`src/rtl/bg_tile_fetch_sched.sv`:
```
// ---------------------------------------------------------------------------
// bg_tile_fetch_sched
// Per-scanline sequencer for background tile fetches. For every enabled BG
// layer (lowest first) and every tile column it issues one screen-entry read,
// then the char-data reads for one 8-pixel tile row on a shared VRAM port.
//
// Ports:
//   clock, reset        system clock, asynchronous active-high reset
//   line_start, abort   start a line (IDLE only) / cancel the current line
//   bg_enable           per-BG enable, latched at an accepted line_start
//   bg_palettemode      per-BG colour mode (0=16-colour, 1=256-colour)
//   vram_req/kind       read request and its type (0=screen, 1=char)
//   vram_ack/rdata      request accepted, read data valid the same cycle
//   bg_sel, tile_idx    BG layer and tile column currently being fetched
//   screendata          latched screen entry for the char address lookup
//   char_x, palettemode pixel x of the current char beat, mode of bg_sel
//   pix_*               registered char-data beat with its tags
//   busy, line_done     not idle / one-cycle end-of-line pulse
// ---------------------------------------------------------------------------
module bg_tile_fetch_sched #(
    parameter int TILES_PER_LINE = 32,
    parameter int TW             = 6
) (
    input  logic          clock,
    input  logic          reset,
    input  logic          line_start,
    input  logic          abort,
    input  logic [3:0]    bg_enable,
    input  logic [3:0]    bg_palettemode,
    output logic          vram_req,
    output logic          vram_kind,
    input  logic          vram_ack,
    input  logic [15:0]   vram_rdata,
    output logic [1:0]    bg_sel,
    output logic [TW-1:0] tile_idx,
    output logic [11:0]   screendata,
    output logic [2:0]    char_x,
    output logic          palettemode,
    output logic          pix_valid,
    output logic [15:0]   pix_data,
    output logic [1:0]    pix_bg,
    output logic [TW-1:0] pix_tile,
    output logic [1:0]    pix_beat,
    output logic          busy,
    output logic          line_done
);

    typedef enum logic [1:0] {IDLE, SCREEN, CHAR, DONE} state_t;

    state_t        state_q, state_d;
    logic [3:0]    en_q, en_d;
    logic [3:0]    mode_q, mode_d;
    logic [1:0]    bg_q, bg_d;
    logic [TW-1:0] tile_q, tile_d;
    logic [1:0]    beat_q, beat_d;
    logic [11:0]   screen_q, screen_d;
    logic          pixValid_q, pixValid_d;
    logic [15:0]   pixData_q, pixData_d;
    logic [1:0]    pixBg_q, pixBg_d;
    logic [TW-1:0] pixTile_q, pixTile_d;
    logic [1:0]    pixBeat_q, pixBeat_d;

    logic [2:0]    firstBg;
    logic [2:0]    nextBg;
    logic          curMode;
    logic [1:0]    lastBeat;

    // Lowest set bit of mask at or above 'from'; returns 4 when none is left.
    function automatic logic [2:0] findBg(input logic [3:0] mask, input logic [2:0] from);
        logic [2:0] r;
        r = 3'd4;
        for (int i = 3; i >= 0; i--) begin
            if (mask[i] && (i[2:0] >= from)) r = i[2:0];
        end
        return r;
    endfunction

    assign curMode  = mode_q[bg_q];
    assign lastBeat = curMode ? 2'd3 : 2'd1;
    assign firstBg  = findBg(bg_enable, 3'd0);
    assign nextBg   = findBg(en_q, {1'b0, bg_q} + 3'd1);

    // Request and status outputs are decoded straight from the state so that
    // an abort drops the request in the very cycle it is asserted.
    assign vram_req    = ((state_q == SCREEN) || (state_q == CHAR)) && !abort;
    assign vram_kind   = (state_q == CHAR);
    assign bg_sel      = bg_q;
    assign tile_idx    = tile_q;
    assign screendata  = screen_q;
    assign palettemode = curMode;
    assign char_x      = (state_q != CHAR) ? 3'd0 :
                         curMode ? {beat_q, 1'b0} : {beat_q[0], 2'b00};
    assign busy        = (state_q != IDLE);
    assign line_done   = (state_q == DONE) && !abort;
    assign pix_valid   = pixValid_q;
    assign pix_data    = pixData_q;
    assign pix_bg      = pixBg_q;
    assign pix_tile    = pixTile_q;
    assign pix_beat    = pixBeat_q;

    // Next-state logic: walks BG layers lowest-first, tiles left to right,
    // and beats within a tile row. Every field only moves on an ack, which
    // keeps the request stable while the arbiter stalls. Abort overrides all,
    // so an ack landing in the abort cycle is simply discarded.
    always_comb begin
        state_d    = state_q;
        en_d       = en_q;
        mode_d     = mode_q;
        bg_d       = bg_q;
        tile_d     = tile_q;
        beat_d     = beat_q;
        screen_d   = screen_q;
        pixValid_d = 1'b0;
        pixData_d  = pixData_q;
        pixBg_d    = pixBg_q;
        pixTile_d  = pixTile_q;
        pixBeat_d  = pixBeat_q;
        if (abort) begin
            state_d = IDLE;
        end else begin
            case (state_q)
                IDLE: begin
                    if (line_start) begin
                        if (bg_enable != 4'd0) begin
                            en_d    = bg_enable;
                            mode_d  = bg_palettemode;
                            bg_d    = firstBg[1:0];
                            tile_d  = '0;
                            state_d = SCREEN;
                        end else begin
                            state_d = DONE;
                        end
                    end
                end
                SCREEN: begin
                    if (vram_ack) begin
                        screen_d = vram_rdata[11:0];
                        beat_d   = 2'd0;
                        state_d  = CHAR;
                    end
                end
                CHAR: begin
                    if (vram_ack) begin
                        pixValid_d = 1'b1;
                        pixData_d  = vram_rdata;
                        pixBg_d    = bg_q;
                        pixTile_d  = tile_q;
                        pixBeat_d  = beat_q;
                        if (beat_q != lastBeat) begin
                            beat_d = beat_q + 2'd1;
                        end else if (tile_q != TW'(TILES_PER_LINE - 1)) begin
                            tile_d  = tile_q + 1'b1;
                            state_d = SCREEN;
                        end else if (nextBg[2]) begin
                            state_d = DONE;
                        end else begin
                            bg_d    = nextBg[1:0];
                            tile_d  = '0;
                            state_d = SCREEN;
                        end
                    end
                end
                DONE: begin
                    state_d = IDLE;
                end
                default: begin
                    state_d = IDLE;
                end
            endcase
        end
    end

    // State register; reset clears every latched field and the pix outputs.
    always_ff @(posedge clock or posedge reset) begin
        if (reset) begin
            state_q    <= IDLE;
            en_q       <= '0;
            mode_q     <= '0;
            bg_q       <= '0;
            tile_q     <= '0;
            beat_q     <= '0;
            screen_q   <= '0;
            pixValid_q <= 1'b0;
            pixData_q  <= '0;
            pixBg_q    <= '0;
            pixTile_q  <= '0;
            pixBeat_q  <= '0;
        end else begin
            state_q    <= state_d;
            en_q       <= en_d;
            mode_q     <= mode_d;
            bg_q       <= bg_d;
            tile_q     <= tile_d;
            beat_q     <= beat_d;
            screen_q   <= screen_d;
            pixValid_q <= pixValid_d;
            pixData_q  <= pixData_d;
            pixBg_q    <= pixBg_d;
            pixTile_q  <= pixTile_d;
            pixBeat_q  <= pixBeat_d;
        end
    end

endmodule

```
`config.mk`:
```
export PLATFORM = sky130hd
export DESIGN_NAME = bg_tile_fetch_sched
export DESIGN_NICKNAME = d
export VERILOG_FILES = /design/src/rtl/bg_tile_fetch_sched.sv
export SDC_FILE = /design/constraint.sdc
export NUM_CORES = 1
export LEC_CHECK = 0
export CAP_MARGIN = 20
export CORE_ASPECT_RATIO = 0.9
export CORE_MARGIN = 2
export CORE_UTILIZATION = 51
export CTS_BUF_LIST = sky130_fd_sc_hd__clkbuf_4
export CTS_CLUSTER_SIZE = 40
export DETAILED_ROUTE_END_ITERATION = 8
export GPL_ROUTABILITY_DRIVEN = 0
export PLACE_DENSITY = 0.83
export SLEW_MARGIN = 5
export SYNTH_ARGS = -nofsm -noshare
export SYNTH_HDL_FRONTEND = slang
export SYNTH_SLANG_ARGS = --single-unit
```
`constraint.sdc`:
```
create_clock -name clock -period 3.5 [get_ports clock]
set_input_delay 1.05 -clock clock [delete_from_list [all_inputs] [get_ports clock]]
set_output_delay 1.05 -clock clock [all_outputs]
set_load 0.01 [all_outputs]
```
==> metrics.md, run 1 <==
| Metric | Value |
|---|---|
| Outcome | `finished, final reports clean` |
| Hold_sp | `pix_data[1]` |
| Top FF cell, synth | `dfrtp_1` |
| Hold Vio Cnt, Final | `0` |
| Setup slack after layout | `124.8 ps` |
| Final setup viols | `0` |
| Yosys warns | `0` |
| Detailed-router iteration count before antenna repair | `4` |
| Largest net degree at the start of global routing | `33` |
| Via count | `2130` |
| Slew Limit Fails | `0` |
| Inserted Clock Buffers | `9` |
| Post-synth EDFFs | `0` |
| Crit Reg-Reg Startpoint | `bg_sel[0]` |
| P_leak | `1.672 nW` |
| CP Depth | `5` |
| Critical Path RT | `2450 ps` |
| # IOs | `84` |
| Setup TNS | `0 ps` |
| Library cells used by synthesis | `48` |
| Clock buffer depth | `2` |
| Number of global-route vias before repair | `2202` |
| Total power per unit cell area | `785.3 nW/um^2` |
| Pre-CTS setup slack | `154.2 ps` |
| Synth Register Bits | `58` |
| Initial Util | `53.73%` |
| Post-DR wirelength/cell | `15.41 um` |
| R2R setup slack | `1220 ps` |
| Final nets | `374` |
| Core Region | `4925 sq um` |
| Crit Path Class | `reg -> out` |
| Hold depth | `2` |
| Die height | `72.34 um` |
| Seq/Total Area, Yosys | `54.85%` |
| Top cells by area, synth | `dfrtp_1, nand2_1, mux2_2, o21ai_0, ha_1` |
| Arrival @ worst endpoint | `2330 ps` |
| Proportion of layout cells with a drive suffix above 1 | `15.07%` |
| Critical path, cell by cell | `mux4_2 -> nor2_1 -> a21oi_1 -> nor2_1 -> clkdlybuf4s50_1` |
| Detailed placement HPWL | `4.674 mm` |
| End point of the worst hold path | `pix_data[1]` |
| Maximum VDD drop | `0.4587 mV` |
| Row count | `24` |
| Latest clock arrival within the worst-skew pair | `410 ps` |
| Post-CTS Hold Fix Bufs | `0` |
| DR WL met2 | `3.181 mm` |
| Remaining global-route overflow | `0` |
| Antenna violations before repair | `0` |
| Asr flop ratio synth | `100.0%` |
| Synth top area share | `54.85%` |
| Post-route clock period utilization | `96.43%` |
| CTS tree | `built` |
| Vias per cell | `5.195` |
| Max Cap Viol | `0` |
| Die area | `5782 sq um` |
| Setup crit start kind | `register` |
| Average cell area after synthesis | `10.46 sq um` |
| Unrepaired setup endpoints after global routing | `no` |
| First-pass GRT wire length | `10.44 mm` |
| List of most frequent post-synthesis cells | `nand2_1, dfrtp_1, mux2_2` |
| Fmax | `296.3 MHz` |
| Power Total | `2.883 mW` |
| Hold crit path type | `reg -> reg` |
| Cell with the most instances after synthesis | `nand2_1` |
| Period minus WS final | `3375 ps` |
| CTS H-Tree Depth | `3` |
| Chip Width | `79.93 um` |
| Final Util | `74.54%` |
| Port Buf Inserts | `82` |
| Most area-hungry cell type in the Yosys netlist | `dfrtp_1` |
| Slowest cell on crit path | `mux4_2` |
| Final WL | `6.318 mm` |
| Worst flop-to-flop path endpoint | `bg_sel[1]` |
| CTS clock-pin slew for the worst setup and hold paths | `100 ps` |
| Top delay family on crit path | `multiplexers` |
| Synthesized instance count | `253` |
| Clock root cell | `clkbuf_4` |
| Top Metal Used | `met4` |
| Syn_nets | `287` |
| Area Overhead vs Synth | `38.72%` |
| Most used cell, CP | `nor2_1` |
| GRT Util Overall | `23.92%` |
| Met3 wire len | `309 um` |
| Syn Std Cell Area | `2646 sq um` |
| Slowest Stage Delay on Critical Path | `620 ps` |
| DRT iter0 DRCs | `97` |
| Worst hold margin | `481.9 ps` |
| Slew HR | `55.15%` |
| N_diodes | `0` |
| FF-to-FF path depth | `5` |
| Routed Antenna Nets | `0` |
| Crit. End Element | `primary output` |
| Worst slew pin tran | `671.7 ps` |
| Num Clock Sinks | `58` |
| Worst-path maximum fanout | `8` |
| M1 WL | `2.717 mm` |
| WP buf/inv | `1` |
| DRC viols | `0` |
| Clock Skew | `11.26 ps` |
[per-stage QoR]
stage | instances | cell area, sq um
5_1_grt | 410 | 3671
3_3_place_gp | 394 | 3537
4_1_cts | 410 | 3670
6_report | 410 | 3671
2_1_floorplan | 253 | 2646
3_5_place_dp | 394 | 3537
[worst register-to-register path: stages (launching register included)]
cell and delay (ps):
dfrtp_2 470, mux4_2 620, xnor2_2 240, a21oi_2 120, nor4_4 350, mux2_1 370
[repair_timing]
action | CTS | global route
setup buffers | 0 | 0
setup endpoints to repair | 0 | 1
endpoints found under the hold margin | 0 | 0
gates resized for setup | 0 | 1
[flip-flops by register name (all words and copies together), names as in the netlist, 3 cells and up]
name        flops
mode_q          4
pix_tile        6
screendata     12
pix_data       16
en_q            3
tile_idx        6
[cells by family (layout without fill, tap and decap cells)]
group,after synthesis,count (layout),synth area share (%)
buffers and inverters,25,117,3.972
adders and majority gates,5,5,2.364
xor gates and xnor gates,1,1,0.6148
other,1,1,0.1417
AOI/OAI and AO/OA,40,40,9.694
muxes,26,26,11.39
and+or+nand+nor,97,97,16.98
DFF,58,58,54.85
[where the power goes]
group	switching, mW	total [mW]	leakage [nW]	internal, mW
clock network	0.245	0.465	0.0691	0.220
registers	0.183	1.12	0.744	0.935
logic	0.590	1.30	0.858	0.710
total	1.02	2.88	1.67	1.86
[final cells by class]
class	count	area (sq um)
Sequential cell	58	1453
Inverter	13	48.80
Multi-Input combinational cell	170	1090
Timing Repair Buffer	88	865.8
Clock inverter	6	57.56
Clock buffer	10	75.07
Tap cell	65	81.33
Fill cell	375	1254
[placed cells by master, fill, tap and decap left out, types with 2 or more instances in the layout]
| master | count |
|---|---|
| clkdlybuf4s50_1 | 82 |
| nand2_1 | 66 |
| buf_4 | 6 |
| a21oi_1 | 9 |
| ha_1 | 5 |
| clkinv_1 | 4 |
| nor2_1 | 8 |
| mux2i_1 | 2 |
| nand3_1 | 2 |
| mux2_2 | 21 |
| dfrtp_1 | 57 |
| nor2b_1 | 3 |
| nand2b_1 | 4 |
| inv_1 | 11 |
| a22o_1 | 2 |
| o21ai_0 | 14 |
| clkbuf_4 | 10 |
| nor3_1 | 2 |
| a31oi_1 | 3 |
| mux2_1 | 2 |
[how the worst max path moves through the flow]
stage | startpoint | endpoint | slack (ps)
detailed placement | abort | vram_req | 150
floorplan | bg_enable[0] | tile_idx[5] | 870
finish | bg_sel[0] | char_x[2] | 120
CTS | bg_sel[0] | char_x[2] | 40
global route | bg_sel[0] | char_x[2] | 20
global placement | abort | vram_req | 150
[layer usage]
layer  up-vias  track usage [%]
met5         -                0
met1      1021            30.02
met3        10            7.338
li1       1033                -
met4         0            8.663
met2        66            39.35
(Power assumes the default switching activity.)
==> run 2, diff against run 1 <==
CORE_MARGIN = default   (was 2)
CORE_UTILIZATION = 50   (was 51)
CTS_BUF_LIST = default   (was sky130_fd_sc_hd__clkbuf_4)
PLACE_DENSITY = 0.81   (was 0.83)
TNS_END_PERCENT = 50   (was default)
==> run 2 against run 1 <==
Net effect:
- clock skew shrank 3.0 ps
- fmax rose by 2.3%
- register-to-register slack gained 30 ps
- sequential share of layout area decreased by 0.64 points
- worst hold slack worse by 10 ps
==> metrics.md, run 2 (synthesis gave the netlist of run 1 again) <==
| Metric | Value |
|---|---|
| Critical Path RT | `2450 ps` |
| Design Area, Final | `3729 sq um` |
| DP Area | `3557 sq um` |
| Area Overhead vs Synth | `40.90%` |
| Hold crit path type | `reg -> reg` |
| Pre-CTS setup slack | `230.0 ps` |
| Antenna violations before repair | `0` |
| Total power per unit cell area | `793.1 nW/um^2` |
| Hold depth | `2` |
| CTS clock-pin slew for the worst setup and hold paths | `60 ps` |
| Proportion of layout cells with a drive suffix above 1 | `15.61%` |
| Chip Width | `78.69 um` |
| Outcome | `finished, final reports clean` |
| First-pass GRT wire length | `10.39 mm` |
| Num Clock Sinks | `58` |
| Detailed-router iteration count before antenna repair | `4` |
| Final nets | `375` |
| Row count | `24` |
| Setup TNS | `0 ps` |
| DRT iter0 DRCs | `111` |
| Power Total | `2.957 mW` |
| Via count | `2150` |
| Non-Filler Instances | `411` |
| Fmax | `303.1 MHz` |
| DRC viols | `0` |
| Post-CTS Hold Fix Bufs | `0` |
| Setup crit start kind | `input port` |
| Initial Util | `53.41%` |
| Vias per cell | `5.231` |
| Die area | `5588 sq um` |
| Routed Antenna Nets | `0` |
| R2R setup slack | `1250 ps` |
| Commonest non-fill, non-tap cell in the layout | `clkdlybuf4s50_1` |
| Clock Skew | `8.245 ps` |
| Crit Reg-Reg Startpoint | `state_q[0]` |
| Number of global-route vias before repair | `2067` |
| Largest register FFs | `16` |
| Critical path, cell by cell | `clkdlybuf4s50_1 -> nor2b_1 -> clkdlybuf4s50_1` |
| Unrepaired setup endpoints after global routing | `no` |
| Core Region | `4955 sq um` |
| # IOs | `84` |
| Arrival @ worst endpoint | `2250 ps` |
| End point of the worst hold path | `pix_data[12]` |
| Clock buffer depth | `2` |
| Worst slew pin tran | `637.4 ps` |
| Die height | `71.02 um` |
| # Post-CTS Setup Buffers | `0` |
| Inserted Clock Buffers | `9` |
| Period minus WS final | `3299 ps` |
| Post-route clock period utilization | `94.26%` |
| Worst-path maximum fanout | `3` |
| Post-DR wirelength/cell | `15.01 um` |
| Slew HR | `57.38%` |
| Max Cap Viol | `0` |
| Hold_sp | `pix_data[12]` |
| Commonest cells after routing, fill and taps aside | `clkdlybuf4s50_1, nand2_1, dfrtp_1` |
| FF-to-FF path depth | `8` |
| Remaining global-route overflow | `0` |
| Slew Limit Fails | `0` |
| Slowest Stage Delay on Critical Path | `560 ps` |
| P_leak | `1.698 nW` |
| Fillers | `358` |
| Area of the multi-input gates | `1090 sq um` |
| Final setup viols | `0` |
| Critical Path Source | `abort` |
| Slowest cell on crit path | `clkdlybuf4s50_1` |
| Final WL | `6.170 mm` |
| Storage cell area | `1451 sq um` |
| Post-CTS Resized | `0` |
| Most used cell, CP | `clkdlybuf4s50_1` |
| N_diodes | `0` |
| CTS H-Tree Depth | `3` |
| Crit Path Class | `in -> out` |
| Largest net degree at the start of global routing | `32` |
| Clock root cell | `clkbuf_8` |
| Detailed placement HPWL | `4.381 mm` |
| GRT Util Overall | `25.10%` |
| Inst Count DP | `395` |
| Latest clock arrival within the worst-skew pair | `340 ps` |
| Worst flop-to-flop path endpoint | `bg_sel[1]` |
| Crit. End Element | `primary output` |
| Hold Vio Cnt, Final | `0` |
| Setup slack after layout | `201.0 ps` |
| Maximum VDD drop | `0.4474 mV` |
| Port Buf Inserts | `82` |
| CTS tree | `built` |
run 2: cell count changes in the layout (fill, tap and decap cells not counted), sizes merged:
cell,delta
bufinv,-1
clkinvlp,+1
buf,+1
clkinv,-1
clkbuf,+1
run 2: final cells by class:
| class | instances | area share (%) |
|---|---|---|
| sequential | 58 | 38.93 |
| multi-input combinational | 170 | 29.23 |
| timing repair buffer | 89 | 23.76 |
| clock buffer | 11 | 3.792 |
| tap | 65 | 2.181 |
| inverter | 13 | 1.309 |
| clock inverter | 5 | 0.8054 |
run 2: worst max-delay path by stage:
stage | end | cells past startpoint
2_1_floorplan | tile_idx[5] | 5
3_3_place_gp | vram_req | 3
3_5_place_dp | vram_req | 3
4_1_cts | vram_req | 3
5_1_grt | vram_req | 3
6_report | vram_req | 3
run 2: where the power goes:
group          total [mW]  internal (mW)  switching (mW)
Sequential           1.11          0.936           0.173
Combinational        1.31          0.719           0.595
Clock               0.534          0.272           0.263
run 2: through the flow:
step | hold slack [ps] | utilization, %
finish | 471.6 | 75.25
CTS | 478.5 | 75.25
global route | 511.4 | 75.25
floorplan | 446.7 | -
detailed placement | 462.2 | 71.79
global placement | 455.8 | 71.79
run 2: layer usage:
metal	track usage (%)	part of all wire [%]	wire [um]
met1	33.33	45	2764
met2	38.65	48	2974
met3	8.258	5.3	324
met4	9.053	1.7	106
met5	0	0	0
run 2: critical path, delay by kind of cell:
kind,cells,cell delay [ps]
buffers and inverters,2,1020
and+or+nand+nor,1,180
==> run 3, diff against run 2 <==
GPL_ROUTABILITY_DRIVEN = 1   (was 0)
SKIP_CTS_REPAIR_TIMING = 1   (was default)
==> results of run 3 <==
The final DEF is identical to that of run 2; final timing and power are the same.
